==> src/rtl/ccip_avmm_csr_slave.sv <==
// Avalon-MM CSR responder for the AFU side of the CCI-P MMIO bridge.
// Provides the DFH/AFU ID header, scratch registers and access counters.
// Reads use a fixed pipelined latency. Only 64-bit words are decoded.
module ccip_avmm_csr_slave #(
  parameter logic [63:0] DFH_VALUE                 = 64'h1000_0000_0000_0000,
  parameter logic [63:0] AFU_ID_L                  = 64'h0,
  parameter logic [63:0] AFU_ID_H                  = 64'h0,
  parameter int          NUM_SCRATCH               = 4,
  parameter int          READ_LATENCY              = 2,
  parameter int          CCIP_AVMM_MMIO_ADDR_WIDTH = 16,
  parameter int          CCIP_AVMM_MMIO_DATA_WIDTH = 64
) (
  input  logic                                 clk,
  input  logic                                 reset,
  output logic                                 avmm_waitrequest,
  input  logic [CCIP_AVMM_MMIO_ADDR_WIDTH-1:0] avmm_address,
  input  logic                                 avmm_read,
  input  logic                                 avmm_write,
  input  logic [CCIP_AVMM_MMIO_DATA_WIDTH-1:0] avmm_writedata,
  input  logic [7:0]                           avmm_byteenable,
  output logic [CCIP_AVMM_MMIO_DATA_WIDTH-1:0] avmm_readdata,
  output logic                                 avmm_readdatavalid
);

  localparam int AW = CCIP_AVMM_MMIO_ADDR_WIDTH;
  localparam int DW = CCIP_AVMM_MMIO_DATA_WIDTH;
  localparam int IW = AW - 3;
  localparam int SW = (NUM_SCRATCH > 1) ? $clog2(NUM_SCRATCH) : 1;

  logic          reset_d;
  logic          waitreq_q;
  logic [IW-1:0] idx;
  logic [IW-1:0] scr_off;
  logic [SW-1:0] scr_sel;
  logic          scr_hit;
  logic          wr_acc;
  logic          rd_acc;
  logic [DW-1:0] rd_val;
  logic [DW-1:0] scratch [NUM_SCRATCH];
  logic [63:0]   wr_count;
  logic [63:0]   rd_count;
  logic [READ_LATENCY-1:0] vld_sr;
  logic [DW-1:0]           data_sr [READ_LATENCY];

  // byte offset bits are never decoded; the bridge selects 32-bit halves
  logic unused_addr_lsb;
  assign unused_addr_lsb = &{1'b0, avmm_address[2:0]};

  assign idx     = avmm_address[AW-1:3];
  assign scr_off = idx - IW'(8);
  assign scr_sel = scr_off[SW-1:0];
  assign scr_hit = (idx >= IW'(8)) && (scr_off < IW'(NUM_SCRATCH));

  // read+write together is treated as a write only
  assign wr_acc = avmm_write & ~waitreq_q;
  assign rd_acc = avmm_read & ~avmm_write & ~waitreq_q;

  assign avmm_waitrequest   = waitreq_q;
  assign avmm_readdatavalid = vld_sr[READ_LATENCY-1];
  assign avmm_readdata      = data_sr[READ_LATENCY-1];

  // stall while in reset and for one extra cycle after reset drops
  always_ff @(posedge clk) begin
    if (reset) begin
      reset_d   <= 1'b1;
      waitreq_q <= 1'b1;
    end else begin
      reset_d   <= 1'b0;
      waitreq_q <= reset_d;
    end
  end

  // register map read mux, sampled in the accept cycle
  always_comb begin
    rd_val = '0;
    if (idx == IW'(0))      rd_val = DW'(DFH_VALUE);
    else if (idx == IW'(1)) rd_val = DW'(AFU_ID_L);
    else if (idx == IW'(2)) rd_val = DW'(AFU_ID_H);
    else if (idx == IW'(6)) rd_val = DW'(wr_count);
    else if (idx == IW'(7)) rd_val = DW'(rd_count);
    else if (scr_hit)       rd_val = scratch[scr_sel];
  end

  // scratch registers with per-byte enables
  always_ff @(posedge clk) begin
    if (reset) begin
      for (int i = 0; i < NUM_SCRATCH; i++) scratch[i] <= '0;
    end else if (wr_acc && scr_hit) begin
      for (int b = 0; b < 8; b++) begin
        if (avmm_byteenable[b]) scratch[scr_sel][8*b +: 8] <= avmm_writedata[8*b +: 8];
      end
    end
  end

  // access counters; a write to a counter clears it and suppresses its own count
  always_ff @(posedge clk) begin
    if (reset) begin
      wr_count <= '0;
      rd_count <= '0;
    end else begin
      if (wr_acc) wr_count <= (idx == IW'(6)) ? 64'd0 : wr_count + 64'd1;
      if (wr_acc && idx == IW'(7)) rd_count <= 64'd0;
      else if (rd_acc)             rd_count <= rd_count + 64'd1;
    end
  end

  // fixed-latency read pipeline; reset drops any reads in flight
  always_ff @(posedge clk) begin
    if (reset) begin
      vld_sr <= '0;
      for (int i = 0; i < READ_LATENCY; i++) data_sr[i] <= '0;
    end else begin
      vld_sr[0]  <= rd_acc;
      data_sr[0] <= rd_val;
      for (int i = 1; i < READ_LATENCY; i++) begin
        vld_sr[i]  <= vld_sr[i-1];
        data_sr[i] <= data_sr[i-1];
      end
    end
  end

endmodule

==> config.mk <==
export PLATFORM = sky130hd
export DESIGN_NAME = ccip_avmm_csr_slave
export DESIGN_NICKNAME = d
export VERILOG_FILES = /design/src/rtl/ccip_avmm_csr_slave.sv
export SDC_FILE = /design/constraint.sdc
export NUM_CORES = 1
export LEC_CHECK = 0
export ABC_CLOCK_PERIOD_IN_PS = 3200
export CAP_MARGIN = 20
export CORE_ASPECT_RATIO = 1.75
export CORE_MARGIN = 4
export CORE_UTILIZATION = 59
export CTS_CLUSTER_SIZE = 8
export DETAILED_ROUTE_END_ITERATION = 7
export PLACE_DENSITY = 0.82
export SYNTH_ARGS = -nofsm -noshare
export SYNTH_HDL_FRONTEND = slang
export SYNTH_SLANG_ARGS = --single-unit
export TNS_END_PERCENT = 30
==> constraint.sdc <==
create_clock -name clk -period 3.2 [get_ports clk]
set_clock_uncertainty 0.2 [all_clocks]
set_input_delay 0.64 -clock clk [delete_from_list [all_inputs] [get_ports clk]]
set_output_delay 0.64 -clock clk [all_outputs]
set_load 0.03 [all_outputs]
==> results of run 1 <==
## layout make-up
cell class | count | area share
clock buffer | 92 | 0.0729
clock inverter | 6 | 0.00358
tap | 475 | 0.0221
sequential | 516 | 0.479
timing repair buffer | 289 | 0.110
inverter | 12 | 0.00167
multi-input combinational | 1283 | 0.311
## cell usage after synthesis, types with 44 or more instances
cell type	count
a21oi_1	123
a22oi_1	63
and2_1	148
buf_4	64
clkbuf_1	91
dfxtp_1	260
edfxtp_1	256
mux4_2	64
nand2_1	176
nand3_1	51
nand4_1	59
nor2_1	222
nor2b_1	69
xor2_1	44
## sequential cells by signal, summed over array words and instances, names as in the netlist
register          cells
data_sr             128
rd_count             64
reset_d               1
wr_count             64
avmm_waitrequest      1
vld_sr                2
scratch             256
## where the power goes
group / total [mW] / switching, mW / internal (mW)
clock network: 7.05 / 2.72 / 4.33
logic: 0.692 / 0.363 / 0.329
registers: 7.10 / 0.0427 / 7.06
total: 14.8 / 3.12 / 11.7
## per-stage QoR
stage          total power, mW  TNS (ns)  hold WS (ns)  instance area, sq um
2_1_floorplan             7.52         0         0.189                 22200
3_3_place_gp              7.88     -1.63         0.193                 24800
3_5_place_dp              7.90     -7.55         0.198                 24800
4_1_cts                   14.9         0         0.210                 26900
5_1_grt                   15.3         0         0.228                 26900
6_report                  14.8         0         0.208                 26900
## layer usage
| layer | global-route usage | vias to the layer above |
|---|---|---|
| met5 | 0 | - |
| met4 | 0.143 | 0 |
| met3 | 0.0524 | 181 |
| met2 | 0.496 | 786 |
| met1 | 0.321 | 7908 |
| li1 | - | 7448 |
## worst reg2reg max path, cell delays in order, from the launching register on
cell	delay, ns
dfxtp_1	0.43
nand4_1	0.33
nor4bb_1	0.35
buf_4	0.21
nand4_1	0.10
buf_4	0.20
or4_1	0.51
a21oi_1	0.15
## kinds of logic (layout without fill, tap and decap cells)
family,count (synthesis),after routing,share of synthesized area
compound gates,273,273,0.0752
xor+xnor,69,69,0.0273
fa+ha+maj,2,2,0.00113
buf+inv,185,399,0.0434
flops,516,516,0.582
mux,65,65,0.0655
simple gates,874,874,0.206
## worst max-delay path by stage
stage,end,slack [ns],cells past startpoint,start
after floorplan,scratch[0][24],0.26,5,avmm_address[14]
final,scratch[0][6],0.37,11,avmm_write
after global routing,scratch[0][5],0.32,11,avmm_write
after detailed placement,scratch[0][2],-0.18,11,avmm_write
after global placement,scratch[0][2],-0.06,11,avmm_write
after CTS,scratch[0][5],0.38,11,avmm_write
==> reports/qor.yml, run 1 <==
fin_util: 0.727
grt_first_pass_wirelength_mm: 90.1
dpl.hpwl_mm: 39.2
drt-total-wl_mm: 57.1
yosys_warnings: 0
met2RoutedLength_mm: 30.1
core.rowCount: 93
synth_cell_types: 53
place_ws_ns: -0.178
worstSkewPairLatency_ns: 0.60
power.leakage_nw: 9.31
reg2reg_depth: 7
gp_congestion: 1.03
crit_family: "buffers and inverters"
rr_startpoint: "wr_count[4]"
synth_nets: 2078
ys_seq_area_frac: 0.582
crit_top_cell: "buf_4"
period_share: 0.884
port_buffers: 154
status: "finished, final reports clean"
cp_slowest_cell: "clkdlybuf4s50_1"
path_cells: "clkdlybuf4s50_1 > buf_4 > nor2b_1 > buf_4 > o2111ai_1 > buf_4 > nor4_1 > buf_4 > nand2_1 > nand2_1 > buf_12"
ys_async_sr_fraction: 0
maxSlewViolCount: 0
worstHoldPathCells: 1
num-fill-cells: 2436
routedWlPerCell_um: 21.3
setup_viol: 0
core_area_sq_um: 37000
syn-instance-count: 1984
post_cts_resized: 0
initial_core_util: 0.599
overflow: 0
postLayoutSetupSlackWorst_ns: 0.371
via_count: 16323
final_hold_viol_count: 0
layout_common_cells: "dfxtp_1 (260), edfxtp_1 (256), nor2_1 (219)"
fin_crit_ns: 2.83
track_usage: 0.280
hold_path.startpoint: "reset_d"
grt_max_degree: 68
rsz0062_at_grt: "no"
peakVddDrop_mv: 0.403
final_common_cell: "dfxtp_1"
max_slew.worst_pin.slew_ns: 0.637
final_cell_count_no_fill: 2673
io_pins: 158
r2r-end: "wr_count[44]"
antenna_found_initial: 0
cap_viol_max_count: 0
die_w_um: 154
routed.top_layer: "met4"
dieArea_sq_um: 40800
cts_setup_buffers: 0
nNetsFinal: 2270
slew_headroom: 0.572
synth_flop_cell: "dfxtp_1"
viasPerCell: 6.11
syn_area_sq_um: 22200
yosys-top-cells-area: "edfxtp_1 (35%), dfxtp_1 (23%), mux4_2 (6.5%)"
ctsLongestPathBuffers: 3
first_global_vias: 16850
path_clk_slew_ns: 0.05
hold_buffers: 0
synth_edf_count: 256
antenna_cells: 0
drtPass1Iterations: 6
htree_levels: 3
dp.cells: 2575
cp_num_buf_inv: 6
r2r_setup_slack_ns: 0.65
hold_class: "flip-flop to flip-flop"
die_y_um: 264
cp_max_fo: 8
met1_length_mm: 19.9
worstPathRequired_ns: 3.29
cts_buffers: 74
route.antenna.remaining_nets: 0
cts-root-buf: "clkbuf_16"
drive_gt1_frac: 0.136
drtIter0Drc: 1767
crit_arrival_ns: 2.92
cts.sinks: 516
multi_input_area_sq_um: 8360
critPathMaxStageDelay_ns: 0.52
crit_type: "primary input to flip-flop"
endpoint_kind: "flip-flop"
synth-seq-cells: 516
holdPathEnd: "avmm_waitrequest"
yosys.area.top_type: "edfxtp_1"
dr_wl_met3_mm: 4.15
power.density_nw_per_um2: 552
drc_errors: 0
start_kind: "primary input"
cts_tree: "yes"
regArea_sq_um: 12900
synth_top_cell_area_share: 0.347
fmax_ghz: 0.353
syn_area_per_cell_sq_um: 11.2
areaGrowthSynthToFinish_pct: 21.4
Power figures use the tool's default switching activity.
==> run 2, diff against run 1 <==
--- a/config.mk
+++ b/config.mk
@@ -8,7 +8,7 @@
 export ABC_CLOCK_PERIOD_IN_PS = 3200
 export CAP_MARGIN = 20
 export CORE_ASPECT_RATIO = 1.75
-export CORE_MARGIN = 4
+export CORE_MARGIN = 3
 export CORE_UTILIZATION = 59
 export CTS_CLUSTER_SIZE = 8
 export DETAILED_ROUTE_END_ITERATION = 7
==> reports/qor.yml, run 2 (same netlist as run 1, synthesis figures left out) <==
path_clk_slew_ns: 0.04
cp_max_fo: 8
r2r_setup_slack_ns: 0.54
peakVddDrop_mv: 0.431
slew_headroom: 0.570
max_flop_register: "scratch"
cap_viol_max_count: 0
hold_ws_ns: 0.208
die_y_um: 262
path_cells: "clkdlybuf4s50_1 > or4_1 > o2111ai_1 > buf_4 > nor2_4 > a21oi_1 > buf_4 > a21o_1 > buf_12"
top_regs: "scratch x256, data_sr x128"
drive_gt1_frac: 0.133
hold_class: "flip-flop to flip-flop"
cts_tree: "yes"
core_area_sq_um: 36900
htree_levels: 3
final_cell_count_no_fill: 2665
period_share: 0.887
routedWlPerCell_um: 21.5
hold_buffers: 0
num-fill-cells: 2308
initial_core_util: 0.601
grt_max_degree: 65
max_slew.worst_pin.slew_ns: 0.640
antenna_found_initial: 0
nNetsFinal: 2266
maxSlewViolCount: 0
drc_errors: 0
dieArea_sq_um: 40000
cts-root-buf: "clkbuf_16"
first_global_vias: 16953
ctsLongestPathBuffers: 3
rsz0062_at_grt: "no"
route.antenna.remaining_nets: 0
antenna_cells: 0
dp.cells: 2571
gp_congestion: 1.00
crit_top_cell: "buf_4"
start_kind: "primary input"
path_depth: 9
final_hold_viol_count: 0
final_common_cell: "dfxtp_1"
reg2reg_depth: 5
status: "finished, final reports clean"
endpoint_kind: "flip-flop"
drtIter0Drc: 1776
worstSkewPairLatency_ns: 0.59
port_buffers: 154
core.rowCount: 93
power.density_nw_per_um2: 549
cp_num_buf_inv: 4
overflow: 0
worstHoldPathCells: 1
die_w_um: 152
worstPathRequired_ns: 3.29
via_count: 16669
drt-total-wl_mm: 57.3
cts.sinks: 516
crit_arrival_ns: 2.92
cp_slowest_cell: "or4_1"
io_pins: 158
power.leakage_nw: 9.28
crit_type: "primary input to flip-flop"
post_cts_resized: 0
viasPerCell: 6.25
critPathMaxStageDelay_ns: 0.57
fmax_ghz: 0.352
cts_buffers: 74
drtPass1Iterations: 7
track_usage: 0.283
areaGrowthSynthToFinish_pct: 21.1
dpl.hpwl_mm: 39.5
crit_family: "buffers and inverters"
setup_viol: 0
largest_reg_flops: 256
fin_crit_ns: 2.84
grt_first_pass_wirelength_mm: 90.3
cts_setup_buffers: 0
layout_common_cells: "dfxtp_1 (260), edfxtp_1 (256), nor2_1 (219)"
-- run 2: cell types whose count changed in the layout (fill, tap and decap cells not counted), sizes merged --
cell and change:
buf -4, clkbuf -1, clkinv -2, inv -1
-- run 2: cell type report --
type,instances,area [sq um],share of cell area
inverters,12,45.0,0.00168
well taps,475,594,0.0222
clock inverters,3,55.1,0.00205
multi-input cells,1283,8360,0.312
flip-flops and latches,516,12900,0.481
clock buffers,91,1960,0.0730
repair buffers,285,2930,0.109
-- run 2: through the flow --
step	area, sq um	setup WS (ns)	power (mW)	utilization	TNS (ns)
2_1_floorplan	22200	0.260	7.52	-	0
3_3_place_gp	24800	-0.0244	7.87	0.673	-0.372
3_5_place_dp	24800	-0.131	7.90	0.673	-12.91
4_1_cts	26800	0.368	14.8	0.727	0
5_1_grt	26800	0.298	15.1	0.727	0
6_report	26800	0.361	14.7	0.727	0
-- run 2: worst reg2reg max path: stages (launching register included) --
cell	delay, ns
dfxtp_1	0.40
nand3_1	0.25
nor4_2	0.62
nand4_4	0.35
or4_1	0.60
a21oi_1	0.16
-- run 2: path summary, 6_finish.rpt --
| check | from | endpoint |
|---|---|---|
| hold reg to reg | reset_d | avmm_waitrequest |
| setup reg to reg | rd_count[21] | rd_count[51] |
| setup / recovery | avmm_byteenable[4] | scratch[3][19] |
| hold / removal | reset_d | avmm_waitrequest |
-- run 2: per-layer routing --
layer / routed length [um] / share of wire / track usage
met3: 4430 / 0.077 / 0.0493
met1: 19300 / 0.34 / 0.311
met4: 2940 / 0.051 / 0.141
met2: 30700 / 0.54 / 0.521
met5: 0 / 0 / 0
-- run 2: where the power goes --
group	switching, mW	total, mW	leakage (nW)	internal (mW)
logic	0.360	0.686	3.61	0.326
clock network	2.65	6.94	0.980	4.30
registers	0.0447	7.10	4.68	7.06
total	3.05	14.7	9.28	11.7
==> run 3, diff against run 2 <==
--- a/config.mk
+++ b/config.mk
@@ -8,7 +8,6 @@
 export ABC_CLOCK_PERIOD_IN_PS = 3200
 export CAP_MARGIN = 20
 export CORE_ASPECT_RATIO = 1.75
-export CORE_MARGIN = 3
 export CORE_UTILIZATION = 59
 export CTS_CLUSTER_SIZE = 8
 export DETAILED_ROUTE_END_ITERATION = 7
==> reports/qor.yml, run 3 (same netlist as run 1, synthesis figures left out) <==
cts_setup_buffers: 0
start_kind: "primary input"
endpoint_kind: "flip-flop"
hold_buffers: 0
top_regs: "scratch x256, data_sr x128"
post_cts_resized: 0
largest_reg_flops: 256
peakVddDrop_mv: 0.512
tns_ns: 0
die_w_um: 148
power_mw: 14.8
grt_first_pass_wirelength_mm: 88.2
track_usage: 0.301
antenna_found_initial: 0
period_share: 0.875
route.antenna.remaining_nets: 0
gp_congestion: 0.939
hold_class: "flip-flop to flip-flop"
initial_core_util: 0.601
max_flop_register: "scratch"
drtPass1Iterations: 8
fin_crit_ns: 2.80
final_common_cell: "dfxtp_1"
viasPerCell: 6.19
io_pins: 158
drc_errors: 1
slew_headroom: 0.541
crit_arrival_ns: 2.89
dpl.hpwl_mm: 38.8
first_global_vias: 16829
grt_max_degree: 65
worstPathRequired_ns: 3.29
cap_viol_max_count: 0
max_slew.worst_pin.slew_ns: 0.682
htree_levels: 3
status: "finished with violations"
final_hold_viol_count: 0
cts_buffers: 74
routedWlPerCell_um: 21.3
antenna_cells: 0
num-fill-cells: 2325
drive_gt1_frac: 0.132
ctsLongestPathBuffers: 3
rsz0062_at_grt: "no"
power.leakage_nw: 9.28
areaGrowthSynthToFinish_pct: 21.3
dieArea_sq_um: 38400
die_y_um: 258
power.density_nw_per_um2: 551
path_clk_slew_ns: 0.05
cts.sinks: 516
cts_tree: "yes"
port_buffers: 154
cts-root-buf: "clkbuf_16"
core.rowCount: 93
cp_max_fo: 8
crit_type: "primary input to flip-flop"
layout_common_cells: "dfxtp_1 (260), edfxtp_1 (256), nor2_1 (219)"
nNetsFinal: 2261
fmax_ghz: 0.357
worstSkewPairLatency_ns: 0.59
drt-total-wl_mm: 56.7
setup_viol: 0
overflow: 0
maxSlewViolCount: 0
core_area_sq_um: 36900
violations: "design-rule violations"
via_count: 16463
drtIter0Drc: 1632
-- run 3: layer usage --
layer | share of wire | track usage | vias to the layer above | wire [um]
met2 | 0.54 | 0.547 | 882 | 30400
met3 | 0.074 | 0.0477 | 208 | 4180
li1 | - | - | 7443 | -
met1 | 0.33 | 0.321 | 7930 | 18900
met4 | 0.056 | 0.190 | 0 | 3190
met5 | 0 | 0 | - | 0
-- run 3: power breakdown --
| part | internal, mW | switching [mW] | total [mW] |
|---|---|---|---|
| Clock | 4.35 | 2.66 | 7.01 |
| Sequential | 7.06 | 0.0435 | 7.10 |
| Combinational | 0.328 | 0.358 | 0.687 |
| Total | 11.7 | 3.06 | 14.8 |
-- run 3: worst paths after layout --
path / cells past startpoint / startpoint / to / slack (ns)
hold / removal: 1 / data_sr[0][48] / data_sr[0][112] / 0.22
hold reg to reg: 1 / data_sr[0][48] / data_sr[0][112] / 0.22
setup / recovery: 11 / avmm_write / scratch[0][13] / 0.40
setup reg to reg: 5 / rd_count[16] / rd_count[45] / 0.53
-- run 3: layout make-up --
cell class / instances / area, sq um / share of cell area
timing repair buffer: 280 / 2950 / 0.110
sequential: 516 / 12900 / 0.480
tap: 475 / 594 / 0.0221
multi-input combinational: 1283 / 8360 / 0.311
inverter: 12 / 45.0 / 0.00168
clock buffer: 92 / 1980 / 0.0738
clock inverter: 3 / 47.5 / 0.00177
-- run 3: per-stage QoR --
| step | area, sq um | worst slack, ns | util | cells | hold slack, ns |
|---|---|---|---|---|---|
| floorplan | 22200 | 0.260 | - | 1984 | 0.189 |
| global placement | 24800 | -0.0199 | 0.673 | 2566 | 0.193 |
| detailed placement | 24800 | -0.103 | 0.673 | 2566 | 0.220 |
| CTS | 26900 | 0.415 | 0.728 | 2661 | 0.229 |
| global route | 26900 | 0.315 | 0.728 | 2661 | 0.240 |
| finish | 26900 | 0.400 | 0.728 | 2661 | 0.222 |
-- run 3: critical path, cell delays in order --
cell	delay [ns]
clkdlybuf4s50_1	0.50
buf_4	0.17
nor2b_1	0.17
buf_4	0.16
o2111ai_1	0.14
buf_4	0.20
nor4_1	0.35
buf_4	0.24
nand2_1	0.06
nand2_1	0.11
buf_12	0.13
